`src/rtl/joystick_scanner_if.sv`:
```
// DRP read channel between the joystick scanner (master) and the XADC wrapper (slave).
interface joystick_scanner_if;
  logic [6:0]  drp_daddr;
  logic        drp_den;
  logic        drp_drdy;
  logic [15:0] drp_do;

  modport master (
    output drp_daddr,
    output drp_den,
    input  drp_drdy,
    input  drp_do
  );

  modport slave (
    input  drp_daddr,
    input  drp_den,
    output drp_drdy,
    output drp_do
  );
endinterface

```
`src/rtl/joystick_scanner.sv`:
```
// Multi-axis analog joystick front end. Round-robin polls XADC auxiliary channels
// over DRP, then classifies each sample (LOW / CENTER / HIGH with hysteresis),
// debounces over consecutive samples and emits held direction levels plus
// one-cycle press pulses.
module joystick_scanner #(
  parameter int unsigned NUM_AXES  = 2,
  parameter logic [6:0]  ADDR_BASE = 7'h16,
  parameter int unsigned DATA_W    = 12,
  parameter int unsigned TH_LOW    = 1000,
  parameter int unsigned TH_HIGH   = 3000,
  parameter int unsigned HYST      = 64,
  parameter int unsigned DEBOUNCE  = 4,
  parameter int unsigned TIMEOUT   = 255
) (
  input  logic                       clk_1MHz,
  input  logic                       rst_n,
  input  logic                       en,
  input  logic                       err_clr,
  joystick_scanner_if.master         drp,
  output logic [NUM_AXES*DATA_W-1:0] axis_data,
  output logic [NUM_AXES-1:0]        dir_low,
  output logic [NUM_AXES-1:0]        dir_high,
  output logic [NUM_AXES-1:0]        press_low,
  output logic [NUM_AXES-1:0]        press_high,
  output logic                       sample_valid,
  output logic                       timeout_err
);

  localparam int unsigned IdxW  = (NUM_AXES > 1) ? $clog2(NUM_AXES) : 1;
  localparam int unsigned WaitW = $clog2(TIMEOUT + 1);
  localparam int unsigned CntW  = $clog2(DEBOUNCE + 1);

  localparam logic [IdxW-1:0]   LastIdx = IdxW'(NUM_AXES - 1);
  localparam logic [WaitW-1:0]  WaitMax = WaitW'(TIMEOUT);
  localparam logic [CntW-1:0]   DebMax  = CntW'(DEBOUNCE);
  localparam logic [DATA_W-1:0] ThLow   = DATA_W'(TH_LOW);
  localparam logic [DATA_W-1:0] ThHigh  = DATA_W'(TH_HIGH);
  // Release points: a held LOW/HIGH only lets go once the sample clears these.
  localparam logic [DATA_W-1:0] LowRel  = DATA_W'(TH_LOW + HYST);
  localparam logic [DATA_W-1:0] HighRel = DATA_W'(TH_HIGH - HYST);

  // Elaboration-time sanity checks on the parameter set.
  if (NUM_AXES < 1 || NUM_AXES > 8) begin : g_bad_axes
    $error("joystick_scanner: NUM_AXES must be 1..8");
  end
  if (DEBOUNCE < 1) begin : g_bad_deb
    $error("joystick_scanner: DEBOUNCE must be >= 1");
  end
  if (TH_LOW + HYST >= TH_HIGH - HYST) begin : g_bad_hyst
    $error("joystick_scanner: hysteresis bands overlap");
  end
  if (DATA_W < 1 || DATA_W > 16) begin : g_bad_width
    $error("joystick_scanner: DATA_W must be 1..16");
  end

  typedef enum logic [1:0] {StIdle, StIssue, StWait, StUpdate} state_e;
  typedef enum logic [1:0] {ClsCenter, ClsLow, ClsHigh} cls_e;

  state_e                     state_q, state_d;
  logic [IdxW-1:0]            idx_q, idx_d;
  logic [WaitW-1:0]           wait_cnt_q, wait_cnt_d;
  logic [DATA_W-1:0]          sample_q, sample_d;
  logic [6:0]                 daddr_q, daddr_d;
  logic                       den_q, den_d;
  logic [NUM_AXES*DATA_W-1:0] axis_data_q, axis_data_d;
  logic [NUM_AXES-1:0]        press_low_q, press_low_d;
  logic [NUM_AXES-1:0]        press_high_q, press_high_d;
  logic                       sample_valid_q, sample_valid_d;
  logic                       timeout_err_q, timeout_err_d;

  // Per-axis debounced state, pending candidate and agreement counter.
  cls_e                       cls_q [NUM_AXES];
  cls_e                       cls_d [NUM_AXES];
  cls_e                       pend_q [NUM_AXES];
  cls_e                       pend_d [NUM_AXES];
  logic [CntW-1:0]            cnt_q [NUM_AXES];
  logic [CntW-1:0]            cnt_d [NUM_AXES];

  logic [IdxW-1:0]            idx_nxt;
  cls_e                       cur_cls;
  cls_e                       cand;
  logic [CntW-1:0]            cnt_nxt;
  logic [WaitW-1:0]           wait_inc;

  // Only the top DATA_W bits of the DRP word carry the sample.
  if (DATA_W < 16) begin : g_unused_lsb
    logic unused_do_lsb;
    assign unused_do_lsb = ^drp.drp_do[15-DATA_W:0];
  end

  // Round-robin successor of the current axis index.
  always_comb begin
    idx_nxt = (idx_q == LastIdx) ? '0 : idx_q + IdxW'(1);
  end

  // Classify the latched sample against the current axis state.
  always_comb begin
    cur_cls = cls_q[idx_q];
    cand    = ClsCenter;
    if (sample_q < ThLow) begin
      cand = ClsLow;
    end else if (sample_q > ThHigh) begin
      cand = ClsHigh;
    end else if (cur_cls == ClsLow && sample_q < LowRel) begin
      cand = ClsLow;
    end else if (cur_cls == ClsHigh && sample_q > HighRel) begin
      cand = ClsHigh;
    end
  end

  // Next-state logic for the poll FSM, the sample path and the debouncers.
  always_comb begin
    state_d        = state_q;
    idx_d          = idx_q;
    wait_cnt_d     = wait_cnt_q;
    sample_d       = sample_q;
    daddr_d        = daddr_q;
    den_d          = 1'b0;
    axis_data_d    = axis_data_q;
    press_low_d    = '0;
    press_high_d   = '0;
    sample_valid_d = 1'b0;
    cls_d          = cls_q;
    pend_d         = pend_q;
    cnt_d          = cnt_q;
    cnt_nxt        = '0;
    wait_inc       = wait_cnt_q + WaitW'(1);
    // Clear first so that a timeout in the same cycle takes precedence.
    timeout_err_d  = timeout_err_q & ~err_clr;

    unique case (state_q)
      StIdle: begin
        if (en) begin
          state_d = StIssue;
          daddr_d = ADDR_BASE + 7'(idx_q);
          den_d   = 1'b1;
        end
      end

      StIssue: begin
        wait_cnt_d = '0;
        state_d    = StWait;
      end

      StWait: begin
        if (drp.drp_drdy) begin
          sample_d = drp.drp_do[15 -: DATA_W];
          state_d  = StUpdate;
        end else if (wait_inc == WaitMax) begin
          timeout_err_d = 1'b1;
          idx_d         = idx_nxt;
          state_d       = StIdle;
        end else begin
          wait_cnt_d = wait_inc;
        end
      end

      StUpdate: begin
        axis_data_d[int'(idx_q)*DATA_W +: DATA_W] = sample_q;
        sample_valid_d = 1'b1;
        if (cand == cur_cls) begin
          cnt_d[idx_q] = '0;
        end else begin
          if (cand == pend_q[idx_q]) begin
            cnt_nxt = cnt_q[idx_q] + CntW'(1);
          end else begin
            pend_d[idx_q] = cand;
            cnt_nxt       = CntW'(1);
          end
          if (cnt_nxt == DebMax) begin
            cls_d[idx_q] = cand;
            cnt_d[idx_q] = '0;
            press_low_d[idx_q]  = (cand == ClsLow);
            press_high_d[idx_q] = (cand == ClsHigh);
          end else begin
            cnt_d[idx_q] = cnt_nxt;
          end
        end
        idx_d   = idx_nxt;
        state_d = StIdle;
      end

      default: state_d = StIdle;
    endcase
  end

  // State and output registers; asynchronous reset aborts any DRP transaction.
  always_ff @(posedge clk_1MHz or negedge rst_n) begin
    if (!rst_n) begin
      state_q        <= StIdle;
      idx_q          <= '0;
      wait_cnt_q     <= '0;
      sample_q       <= '0;
      daddr_q        <= '0;
      den_q          <= 1'b0;
      axis_data_q    <= '0;
      press_low_q    <= '0;
      press_high_q   <= '0;
      sample_valid_q <= 1'b0;
      timeout_err_q  <= 1'b0;
      for (int i = 0; i < int'(NUM_AXES); i++) begin
        cls_q[i]  <= ClsCenter;
        pend_q[i] <= ClsCenter;
        cnt_q[i]  <= '0;
      end
    end else begin
      state_q        <= state_d;
      idx_q          <= idx_d;
      wait_cnt_q     <= wait_cnt_d;
      sample_q       <= sample_d;
      daddr_q        <= daddr_d;
      den_q          <= den_d;
      axis_data_q    <= axis_data_d;
      press_low_q    <= press_low_d;
      press_high_q   <= press_high_d;
      sample_valid_q <= sample_valid_d;
      timeout_err_q  <= timeout_err_d;
      cls_q          <= cls_d;
      pend_q         <= pend_d;
      cnt_q          <= cnt_d;
    end
  end

  // Direction levels decode straight from the registered axis state.
  always_comb begin
    for (int a = 0; a < int'(NUM_AXES); a++) begin
      dir_low[a]  = (cls_q[a] == ClsLow);
      dir_high[a] = (cls_q[a] == ClsHigh);
    end
  end

  assign drp.drp_daddr  = daddr_q;
  assign drp.drp_den    = den_q;
  assign axis_data      = axis_data_q;
  assign press_low      = press_low_q;
  assign press_high     = press_high_q;
  assign sample_valid   = sample_valid_q;
  assign timeout_err    = timeout_err_q;

endmodule

```
`src/flat_wrapper.sv`:
```
// flat-port wrapper written by rule: the top's interface ports become plain ports
module joystick_scanner_flat 
#(
  parameter int unsigned NUM_AXES  = 2,
  parameter logic [6:0]  ADDR_BASE = 7'h16,
  parameter int unsigned DATA_W    = 12,
  parameter int unsigned TH_LOW    = 1000,
  parameter int unsigned TH_HIGH   = 3000,
  parameter int unsigned HYST      = 64,
  parameter int unsigned DEBOUNCE  = 4,
  parameter int unsigned TIMEOUT   = 255
)
  (clk_1MHz, rst_n, en, err_clr, axis_data, dir_low, dir_high, press_low, press_high, sample_valid, timeout_err, drp_drp_daddr, drp_drp_den, drp_drp_drdy, drp_drp_do);
  joystick_scanner_if drp_i ();
  input  logic clk_1MHz;
  input  logic rst_n;
  input  logic en;
  input  logic err_clr;
  output logic [NUM_AXES*DATA_W-1:0] axis_data;
  output logic [NUM_AXES-1:0] dir_low;
  output logic [NUM_AXES-1:0] dir_high;
  output logic [NUM_AXES-1:0] press_low;
  output logic [NUM_AXES-1:0] press_high;
  output logic sample_valid;
  output logic timeout_err;
  output wire logic [$bits(drp_i.drp_daddr)-1:0] drp_drp_daddr;
  output wire logic [$bits(drp_i.drp_den)-1:0] drp_drp_den;
  input wire logic [$bits(drp_i.drp_drdy)-1:0] drp_drp_drdy;
  input wire logic [$bits(drp_i.drp_do)-1:0] drp_drp_do;
  assign drp_drp_daddr = drp_i.drp_daddr;
  assign drp_drp_den = drp_i.drp_den;
  assign drp_i.drp_drdy = drp_drp_drdy;
  assign drp_i.drp_do = drp_drp_do;
  joystick_scanner #(.NUM_AXES(NUM_AXES), .ADDR_BASE(ADDR_BASE), .DATA_W(DATA_W), .TH_LOW(TH_LOW), .TH_HIGH(TH_HIGH), .HYST(HYST), .DEBOUNCE(DEBOUNCE), .TIMEOUT(TIMEOUT)) u_core (.clk_1MHz(clk_1MHz), .rst_n(rst_n), .en(en), .err_clr(err_clr), .drp(drp_i), .axis_data(axis_data), .dir_low(dir_low), .dir_high(dir_high), .press_low(press_low), .press_high(press_high), .sample_valid(sample_valid), .timeout_err(timeout_err));
endmodule
```
`config.mk`:
```
export PLATFORM = sky130hd
export DESIGN_NAME = joystick_scanner_flat
export DESIGN_NICKNAME = d
export VERILOG_FILES = /design/src/rtl/joystick_scanner_if.sv /design/src/rtl/joystick_scanner.sv /design/src/flat_wrapper.sv
export SDC_FILE = /design/constraint.sdc
export NUM_CORES = 1
export LEC_CHECK = 0
export CAP_MARGIN = 40
export CORE_UTILIZATION = 54
export CTS_BUF_LIST = sky130_fd_sc_hd__clkbuf_2
export CTS_CLUSTER_SIZE = 12
export DETAILED_ROUTE_END_ITERATION = 8
export PLACE_DENSITY_LB_ADDON = 0.1
export SYNTH_ARGS = -nofsm -noshare
export SYNTH_HDL_FRONTEND = slang
export SYNTH_SLANG_ARGS = --single-unit
```
`constraint.sdc`:
```
create_clock -name clk_1MHz -period 3.68 [get_ports clk_1MHz]
set_input_delay 1.104 -clock clk_1MHz [delete_from_list [all_inputs] [get_ports clk_1MHz]]
set_output_delay 1.104 -clock clk_1MHz [all_outputs]
set_load 0.005 [all_outputs]
```
==> impl_metrics.py <==
metrics = {
    "floorplan": {
        "core_um2": 5960,
        "die_h_um": 81.0,
        "std_cell_rows": 28,
        "dieArea_um2": 6560,
        "io_pins": 63,
        "start_util_pct": 56.6,
        "die_x_um": 81.0,
    },
    "place": {
        "gp_congestion": 0.787,
        "dp_slack_ns": 0.709,
        "port_buffers": 55,
        "dpl.hpwl_um": 4940,
    },
    "status": {
        "status": "complete, no violations",
    },
    "hold_path": {
        "hold_end": "u_core.cnt_q[4]",
        "hold_depth": 2,
        "min_from": "u_core.cnt_q[4]",
        "hp-class": "flop to flop",
    },
    "sta": {
        "setup_viol": 0,
        "fin_ws_ns": 0.667,
        "period_minus_slack_ns": 3.01,
        "relSlewSlack_pct": 58.5,
        "max_clock_freq_ghz": 0.332,
        "tns_ns": 0,
        "worst_pin_slew_ns": 0.617,
        "fin_crit_sh_pct": 81.9,
        "fin_skew_ns": 0.0167,
        "grt_setup_unrepaired": "no",
        "report.final.slew_viol_count": 0,
        "final_hold_viol_count": 0,
    },
    "worst_setup_path": {
        "path_class": "flop to flop",
        "worst-r2r-cell-count": 6,
        "crit_required_ns": 4.05,
        "worst-r2r-setup-slack_ns": 0.67,
        "worstReg2RegEnd": "u_core.cnt_q[5]",
        "critPathCaptureType": "flop",
        "startpoint_type": "flop",
        "worst-path-max-fanout": 16,
        "worstReg2RegStart": "u_core.idx_q",
        "worstPathArrival_ns": 3.38,
    },
    "yosys": {
        "avgSynthCellArea_um2": 11.9,
        "netlist.top_cell.by_area": "dfrtp_1",
        "synth_flop_cell": "dfrtp_1",
        "async_flop_share_pct": 100,
        "syn_area_um2": 3370,
        "synth.area.top_cells": "dfrtp_1, mux2_2, mux2i_1, nand2_1, o21ai_0",
        "yosysWarnings": 0,
        "ys_types": 54,
        "seq_area_frac_synth_pct": 52.0,
        "synth_edf_count": 0,
        "yosys.area.top_type_share_pct": 52.0,
        "syn_inst": 282,
        "synth_seq_cells": 70,
    },
    "final_layout": {
        "finalNetCount": 363,
        "num_antenna_cells": 0,
        "areaGrowthSynthToFinish_pct": 20.6,
        "drive_gt1_share_pct": 20.1,
    },
    "clock_tree": {
        "clockBufferDepth": 2,
        "post_cts_buffers": 0,
        "postCtsHoldBufs": 0,
        "cts_root_buffer": "clkbuf_2",
        "htreeDepth": 3,
        "worstSkewPairLatency_ns": 0.48,
        "cts.clk_slew.worst_paths_ns": 0.19,
        "cts_buffers": 9,
        "cts_resized": 0,
        "cts_tree": "done",
        "cts_sinks": 70,
    },
    "drt": {
        "drt_iter0_drc": 146,
        "via_per_inst": 5.48,
        "firstDrtPassIters": 4,
        "wl_per_cell_um": 16.2,
        "num_vias": 2291,
        "drc": 0,
        "drtAntennaViolNets": 0,
        "wl_um": 6780,
    },
    "global_route": {
        "grt_max_degree": 30,
        "grt_usage_pct": 23.3,
        "grt_pass1_vias": 2270,
        "grt_overflow": 0,
        "grt_pass1_wl_um": 11300,
        "antenna_found_initial": 0,
    },
    "pwr": {
        "p_sw_share_pct": 36.5,
        "internal-power_w": 0.00189,
        "p_sw_w": 0.00109,
        "leakagePower_nw": 1.76,
        "ir_drop_mv": 0.480,
        "seqPwrFrac_pct": 44.2,
        "clkPwrFrac_pct": 13.7,
        "combPwrFrac_pct": 42.1,
        "power_density_nw_per_um2": 732,
    },
    "job": {
        "cap_violations": 0,
    },
}
==> how the worst max path moves through the flow <==
stage	from	endpoint
2_1_floorplan	u_core.sample_q[10]	u_core.cls_q[0]
3_3_place_gp	u_core.idx_q	u_core.cnt_q[5]
3_5_place_dp	u_core.idx_q	u_core.cnt_q[5]
4_1_cts	u_core.idx_q	u_core.cnt_q[5]
5_1_grt	u_core.idx_q	u_core.cnt_q[5]
6_report	u_core.idx_q	u_core.cnt_q[5]
==> area by class of cell <==
cell class                      instances  area (µm²)
Clock buffer                            9        45.0
Clock inverter                          6        53.8
Fill cell                             474        1890
Inverter                               12        45.0
Multi-Input combinational cell        185        1480
Sequential cell                        70        1750
Tap cell                               75        93.8
Timing Repair Buffer                   61         594
==> layer usage <==
layer	track usage [%]	routed length, µm	up-vias
li1	-	-	1112
met1	31.9	3200	1117
met2	35.7	3170	47
met3	4.16	240	15
met4	11.6	166	0
met5	0	0	-
==> registers in the layout, indices dropped and copies added, names as in the netlist, 4 cells and up <==
register and count:
u_core.sample_q 12, u_core.cnt_q 6, u_core.wait_cnt_q 8, u_core.cls_q 4, u_core.axis_data 24, u_core.pend_q 4
==> cell usage in the layout (no fill, tap or decap), types with 3 or more instances in the layout <==
cell / instances
a21o_1: 3
and2_1: 3
buf_4: 4
clkbuf_2: 9
clkdlybuf4s50_1: 54
clkinv_1: 3
conb_1: 3
dfrtp_1: 70
ha_1: 3
inv_1: 12
mux2_2: 39
mux2i_1: 18
nand2_1: 22
nand2b_1: 6
nand3_1: 6
nand3b_1: 3
nand4_1: 4
nor2_1: 9
nor2b_1: 3
nor3_1: 3
o21ai_0: 9
xor2_1: 5
==> Yosys cell counts, types with 4 or more instances <==
master    instances
nand2b_1          6
mux2i_1          18
nand3_1           6
dfrtp_1          70
buf_4             6
inv_1            12
o21ai_0           9
nand4_1           4
nand2_1          22
mux2_2           39
xor2_1            5
nor2_1            9
buf_1             4
clkbuf_1          5
==> critical path: stages (launching register included) <==
cell and delay, ns:
dfrtp_1 0.64, or3b_1 0.47, a21boi_0 0.36, a32oi_4 0.26, xnor2_2 0.42, nand3_1 0.33, o41ai_1 0.43
==> through the flow <==
stage,utilization (%),total power [W],cells,hold slack [ns],instance area [µm²]
floorplan,-,0.00206,284,0.443,3380
global placement,66.2,0.00253,401,0.455,3950
detailed placement,66.6,0.00259,403,0.466,3960
CTS,68.2,0.00300,418,0.509,4060
global route,68.2,0.00318,418,0.536,4060
finish,68.2,0.00297,418,0.502,4060
==> power by group through the flow <==
stage	Combinational, W	Sequential (W)	Clock, W
6_report	0.00125	0.00131	0.000407
5_1_grt	0.00137	0.00136	0.000449
4_1_cts	0.00127	0.00131	0.000421
3_5_place_dp	0.00126	0.00133	0
3_3_place_gp	0.00121	0.00132	0
2_1_floorplan	0.000827	0.00124	0
==> cells by family after synthesis <==
| logic type | Yosys count | synth area share [%] |
|---|---|---|
| buffers and inverters | 29 | 4.34 |
| DFF | 70 | 52.0 |
| and+or+nand+nor | 78 | 12.8 |
| xor gates and xnor gates | 7 | 2.04 |
| AOI/OAI and AO/OA | 35 | 8.50 |
| muxes | 59 | 19.0 |
| other | 1 | 0.111 |
| adders and majority gates | 3 | 1.11 |
No activity file was read; power rests on OpenSTA's default activity.
